--- src/rtl/sm83_alu_seq.sv ---
// sm83_alu_seq: control sequencer for one 8-bit SM83 ALU operation executed
// as two nibble passes (LOW, HIGH) on an external 4-bit ALU slice.
// Optional DAA support is enabled by defining SM83_ALU_SEQ_DAA_EN; without it,
// op 8 is treated as illegal.
// Handshake: start is taken only in IDLE (busy=0). The op finishes with a
// single-cycle done, and flags_out stays valid from done until it is next
// updated.
module sm83_alu_seq (
  input  logic       clk,
  input  logic       reset,
  input  logic       start,
  input  logic [3:0] op,
  input  logic [3:0] flags_in,
  output logic       busy,
  output logic       done,
  output logic [3:0] flags_out,
  output logic       res_we,
  output logic [1:0] bus_sel,
  output logic [7:0] corr,
  output logic       load_a,
  output logic       load_b,
  output logic       op_low,
  output logic       op_b_high,
  output logic       result_oe,
  output logic       negate,
  output logic       carry_in,
  output logic       no_carry_out,
  output logic       force_carry,
  output logic       ignore_carry,
  input  logic       alu_carry,
  input  logic       alu_zero,
  input  logic       daa_l_gt_9,
  input  logic       daa_h_gt_9,
  input  logic       daa_h_eq_9,
  output logic [2:0] state_dbg
);

`ifdef SM83_ALU_SEQ_DAA_EN
  localparam logic DAA_EN = 1'b1;
`else
  localparam logic DAA_EN = 1'b0;
`endif

  typedef enum logic [2:0] {IDLE, LOAD_A, LOAD_B, LOW, HIGH, DONE} state_t;

  state_t     state, next_state;
  logic [3:0] op_q;
  logic [2:0] nhc_q;      // latched {N,H,C}; Z is never needed as an input
  logic       c_lo;
  logic       op_legal, is_daa, is_sub, low_ci;
  logic [2:0] rsv;
  logic [7:0] corr_calc;
  logic [3:0] flags_next;

  assign state_dbg = state;
  assign op_legal  = (op <= 4'd7) || (DAA_EN && op == 4'd8);
  assign is_daa    = DAA_EN && (op_q == 4'd8);
  assign is_sub    = (op_q == 4'd2) || (op_q == 4'd3) || (op_q == 4'd7) ||
                     (is_daa && nhc_q[2]);

  // Low-nibble carry-in and slice R/S/V controls per operation
  always_comb begin
    low_ci = 1'b0;
    rsv    = 3'b000;
    case (op_q)
      4'd1:       low_ci = nhc_q[0];
      4'd2, 4'd7: low_ci = 1'b1;
      4'd3:       low_ci = ~nhc_q[0];
      4'd4: begin low_ci = 1'b1; rsv = 3'b010; end
      4'd5:       rsv = 3'b100;
      4'd6:       rsv = 3'b111;
      4'd8:       low_ci = nhc_q[2];  // DAA after a subtract is itself a subtract
      default:    low_ci = 1'b0;
    endcase
  end

  // DAA correction constant from latched N/H/C and the ALU nibble status
  always_comb begin
    corr_calc = 8'h00;
    if (nhc_q[2]) begin
      corr_calc[3:0] = nhc_q[1] ? 4'h6 : 4'h0;
      corr_calc[7:4] = nhc_q[0] ? 4'h6 : 4'h0;
    end else begin
      corr_calc[3:0] = (nhc_q[1] || daa_l_gt_9) ? 4'h6 : 4'h0;
      corr_calc[7:4] = (nhc_q[0] || daa_h_gt_9 || (daa_h_eq_9 && daa_l_gt_9)) ? 4'h6 : 4'h0;
    end
  end

  // Final {Z,N,H,C} from HIGH-pass status and the registered low carry
  always_comb begin
    flags_next = {alu_zero, 3'b000};
    case (op_q)
      4'd0, 4'd1:       flags_next = {alu_zero, 1'b0, c_lo, alu_carry};
      4'd2, 4'd3, 4'd7: flags_next = {alu_zero, 1'b1, ~c_lo, ~alu_carry};
      4'd4:             flags_next = {alu_zero, 3'b010};
      4'd8:             flags_next = {alu_zero, nhc_q[2], 1'b0,
                                      nhc_q[0] | (~nhc_q[2] & (corr[7:4] != 4'h0))};
      default:          flags_next = {alu_zero, 3'b000};
    endcase
  end

  // State register
  always_ff @(posedge clk) begin
    if (reset) state <= IDLE;
    else       state <= next_state;
  end

  // Operand latch, low carry, correction constant and flag result registers
  always_ff @(posedge clk) begin
    if (reset) begin
      op_q      <= 4'd0;
      nhc_q     <= 3'b000;
      c_lo      <= 1'b0;
      corr      <= 8'h00;
      flags_out <= 4'h0;
    end else begin
      case (state)
        IDLE: if (start) begin
          op_q  <= op;
          nhc_q <= flags_in[2:0];
          corr  <= 8'h00;
          if (!op_legal) flags_out <= flags_in;
        end
        LOAD_A: if (is_daa) corr <= corr_calc;
        LOW:    c_lo <= alu_carry;
        HIGH:   flags_out <= flags_next;
        default: ;
      endcase
    end
  end

  // Next-state and per-state ALU control decode
  always_comb begin
    next_state   = state;
    busy         = (state != IDLE);
    done         = (state == DONE);
    res_we       = 1'b0;
    bus_sel      = 2'd0;
    load_a       = 1'b0;
    load_b       = 1'b0;
    op_low       = 1'b0;
    op_b_high    = 1'b0;
    result_oe    = 1'b0;
    negate       = 1'b0;
    carry_in     = 1'b0;
    no_carry_out = 1'b0;
    force_carry  = 1'b0;
    ignore_carry = 1'b0;
    case (state)
      IDLE: if (start) next_state = op_legal ? LOAD_A : DONE;
      LOAD_A: begin
        load_a     = 1'b1;
        next_state = LOAD_B;
      end
      LOAD_B: begin
        load_b     = 1'b1;
        bus_sel    = is_daa ? 2'd2 : 2'd1;
        next_state = LOW;
      end
      LOW: begin
        op_low     = 1'b1;
        negate     = is_sub;
        carry_in   = low_ci;
        {no_carry_out, force_carry, ignore_carry} = rsv;
        next_state = HIGH;
      end
      HIGH: begin
        op_b_high  = 1'b1;
        result_oe  = 1'b1;
        res_we     = (op_q != 4'd7);
        negate     = is_sub;
        carry_in   = c_lo;
        {no_carry_out, force_carry, ignore_carry} = rsv;
        next_state = DONE;
      end
      DONE:    next_state = IDLE;
      default: next_state = IDLE;
    endcase
  end

endmodule

--- config.mk ---
export PLATFORM = sky130hd
export DESIGN_NAME = sm83_alu_seq
export DESIGN_NICKNAME = d
export VERILOG_FILES = /design/src/rtl/sm83_alu_seq.sv
export SDC_FILE = /design/constraint.sdc
export NUM_CORES = 1
export LEC_CHECK = 0
export ABC_AREA = 1
export CAP_MARGIN = 25
export CELL_PAD_IN_SITES_DETAIL_PLACEMENT = 0
export CELL_PAD_IN_SITES_GLOBAL_PLACEMENT = 1
export CORE_ASPECT_RATIO = 0.9
export CORE_MARGIN = 2
export CORE_UTILIZATION = 27
export CTS_CLUSTER_DIAMETER = 200
export DETAILED_ROUTE_END_ITERATION = 7
export GPL_TIMING_DRIVEN = 0
export HOLD_SLACK_MARGIN = 0.12
export PLACE_DENSITY_LB_ADDON = 0.1
export SKIP_CTS_REPAIR_TIMING = 1
export SLEW_MARGIN = 40
export SYNTH_ARGS = -nofsm -noshare
export SYNTH_HDL_FRONTEND = slang
export SYNTH_SLANG_ARGS = --single-unit
--- constraint.sdc ---
create_clock -name clk -period 1.7 [get_ports clk]
set_clock_uncertainty 0.05 [all_clocks]
set_input_delay 0.425 -clock clk [delete_from_list [all_inputs] [get_ports clk]]
set_output_delay 0.425 -clock clk [all_outputs]
set_load 0.02 [all_outputs]
==> metrics.md <==
| Metric | Value |
|---|---|
| HP Start | `nhc_q[2]` |
| Final wirelength | `2480 microns` |
| Ys Warns | `0` |
| Setup violations, final | `5` |
| Area contributors post-synth | `dfxtp_1 31%, nand2_1 15%, inv_1 9.6%` |
| Grt total ovfl | `0` |
| Final Core Density | `0.508` |
| Total Routing Usage GR | `0.127` |
| Core area | `3110 sq um` |
| IO buf count | `33` |
| Hold WC Path Type | `reg -> reg` |
| Cell Chain, Critical Path | `buf_6 -> buf_6 -> nand3_4 -> nand2_4 -> inv_2 -> a21oi_2 -> buf_4` |
| Via Count | `approximately 1000` |
| CTS clk-pin slew, worst paths | `~60 ps` |
| Share of cells above drive strength 1 | `0.345` |
| Fin area | `between 1500 and 2000 sq um` |
| Worst-case clock buffer depth | `2` |
| Avg Cell Area, Syn | `between 6 and 7 sq um` |
| Die footprint | `3800 sq um` |
| Die width | `64.8 microns` |
| Start point of the critical path | `state_dbg[1]` |
| TritonCTS buffer count | `3` |
| Yosys top cell by area | `dfxtp_1` |
| Tmin final | `1760 ps` |
| Register area share after synthesis | `0.312` |
| Power Density | `847 nW/um^2` |
| PnR worst setup slack | `-56.4 ps` |
| #FFs+latches synth | `14` |
| CP arrival | `1280 ps` |
| P_leak | `between 0.0008 and 0.0009 uW` |
| Drt drc | `0` |
| Failing checks | `negative setup slack` |
| Row count | `19` |
| Fin nets | `221` |
| Mapped Area | `around 900 sq um` |
| Most used cell along the critical path | `buf_6` |
| Endpoints failing hold | `0` |
| Hold slack | `about 430 ps` |
| Outcome | `finished, violations left` |
| Final Power | `about 1300 uW` |
| First-pass GRT wire length | `~3700 microns` |
| Top Family by Delay on Critical Path | `buffers and inverters` |
| Worst vdd ir | `0.445 mV` |
| Distinct cell type count after synthesis | `19` |
| Buf/Inv on CP | `4` |
| Root Driver | `clkbuf_8` |
| Worst R2R Start | `state_dbg[0]` |
| Slew Viols, Final | `0` |
| Initial core utilization | `0.288` |
| Slowest stage cell, crit path | `dfxtp_4` |
| Tcrit/Tclk final | `1.03` |
| Critical Path Start Type | `register` |
| Post-DRT Antenna Nets | `0` |
| Gpl congestion | `0.892` |
| Max Cap Viol | `0` |
| Area share of the largest cell type after synthesis | `0.312` |
| P&R area growth vs syn | `76.4%` |
| CP Max Fanout | `3` |
| Syn Inst Count | `148` |
| CTS HTree Levels | `1` |
| Vias per cell | `4.15` |
| CP max stage delay | `370 ps` |
| Sink Count | `14` |
| Clock latency on the worst-skew pair | `250 ps` |
| Worst slack, placed | `-393 ps` |
| Chip Height | `58.7 microns` |
| HPWL Detailed | `1850 microns` |
| Setup Crit Path Kind | `reg -> out` |
| Placement Cell Area | `around 1300 sq um` |
| CTS tree | `done` |
| CP endpoint kind | `output pin` |
| Fill cell count | `325` |
| Vias in the first global route | `833` |
| WL/cell | `10.1 microns` |
| F_max | `~570 MHz` |
| RSZ-0062 raised after global routing | `true` |
| Number of I/O pins | `46` |
| Initial antenna violation count | `0` |
| Largest net degree at the start of global routing | `11` |
| Worst Path Required | `~1200 ps` |
| Initial DRC Count | `10` |
| Drt first pass iters | `4` |
| Antenna cells | `0` |
Yosys cell counts:
library cell	n
nor3_1	2
clkinv_1	1
conb_1	1
nand2_2	3
nor2_4	1
inv_1	23
inv_2	2
dfxtp_1	14
buf_4	11
o21ai_0	7
nor2_1	19
nand3b_1	1
nand3_1	11
o21ai_1	1
nand2_1	35
a211oi_1	1
o21a_1	1
a21oi_1	12
nor2_2	2
path summary, 6_finish.rpt:
path	endpoint	cells after the start	slack, ps
hold reg to reg	nhc_q[2]	2	430
setup / recovery	force_carry	7	-60
setup reg to reg	flags_out[3]	9	370
hold / removal	nhc_q[2]	2	430
worst reg2reg max path: cells and delay by family (launching register included):
family	cells	cell delay, ps
DFF	1	400
buffers and inverters	3	310
and+or+nand+nor	5	300
AOI/OAI and AO/OA	1	160
registers in the layout, indices dropped and copies added (netlist names):
| signal | count |
|---|---|
| flags_out | 4 |
| op_q | 4 |
| state_dbg | 3 |
| nhc_q | 2 |
| c_lo | 1 |
power by group:
part           leakage (uW)  switching [uW]  internal, uW  total, uW
Combinational      0.000737             333           283        616
Clock             0.0000216             124           157        281
Sequential         0.000120            62.8           381        444
Total              0.000879             519           821       1340
cell usage in the layout, fill, tap and decap left out, types with 4 or more instances in the layout:
| cell type | count |
|---|---|
| a21oi_1 | 11 |
| clkbuf_2 | 4 |
| nand2_2 | 6 |
| o21ai_0 | 5 |
| clkdlybuf4s50_1 | 15 |
| nor2_1 | 15 |
| buf_6 | 7 |
| conb_1 | 9 |
| dfxtp_4 | 7 |
| inv_2 | 5 |
| dfxtp_1 | 7 |
| nand2_1 | 29 |
| inv_1 | 18 |
| dlymetal6s2s_1 | 7 |
| nand3_1 | 10 |
| nor2_4 | 4 |
| buf_4 | 20 |
cells by family (layout without fill, tap and decap cells):
group	count (synthesis)	in the layout	share of synthesized area
AO/OA/AOI/OAI	22	22	0.128
buffers and inverters	37	84	0.201
flip-flops	14	14	0.312
other	1	9	0.00418
AND/OR/NAND/NOR	74	74	0.354
area by class of cell:
type / count / area, sq um / area share
Multi-Input combinational cell: 105 / 554 / 0.350
Timing Repair Buffer: 43 / 420 / 0.266
Sequential cell: 14 / 307 / 0.194
Inverter: 26 / 113 / 0.0711
Buffer: 11 / 86.3 / 0.0545
Tap cell: 42 / 52.6 / 0.0332
Clock buffer: 3 / 41.3 / 0.0261
Timing Repair inverter: 1 / 8.76 / 0.00553
stage by stage:
step	cells	setup TNS (ps)
2_1_floorplan	156	0
3_3_place_gp	231	-2950
3_5_place_dp	231	-2990
4_1_cts	234	-7200
5_1_grt	245	-482
6_report	245	-136
routing by layer:
metal	global-route usage	up-vias	part of all wire
met4	0.0274	0	0.0093
met2	0.203	27	0.49
met5	0	-	0
li1	-	551	-
met1	0.168	434	0.44
met3	0.0440	4	0.067
Power figures use the tool's default switching activity.
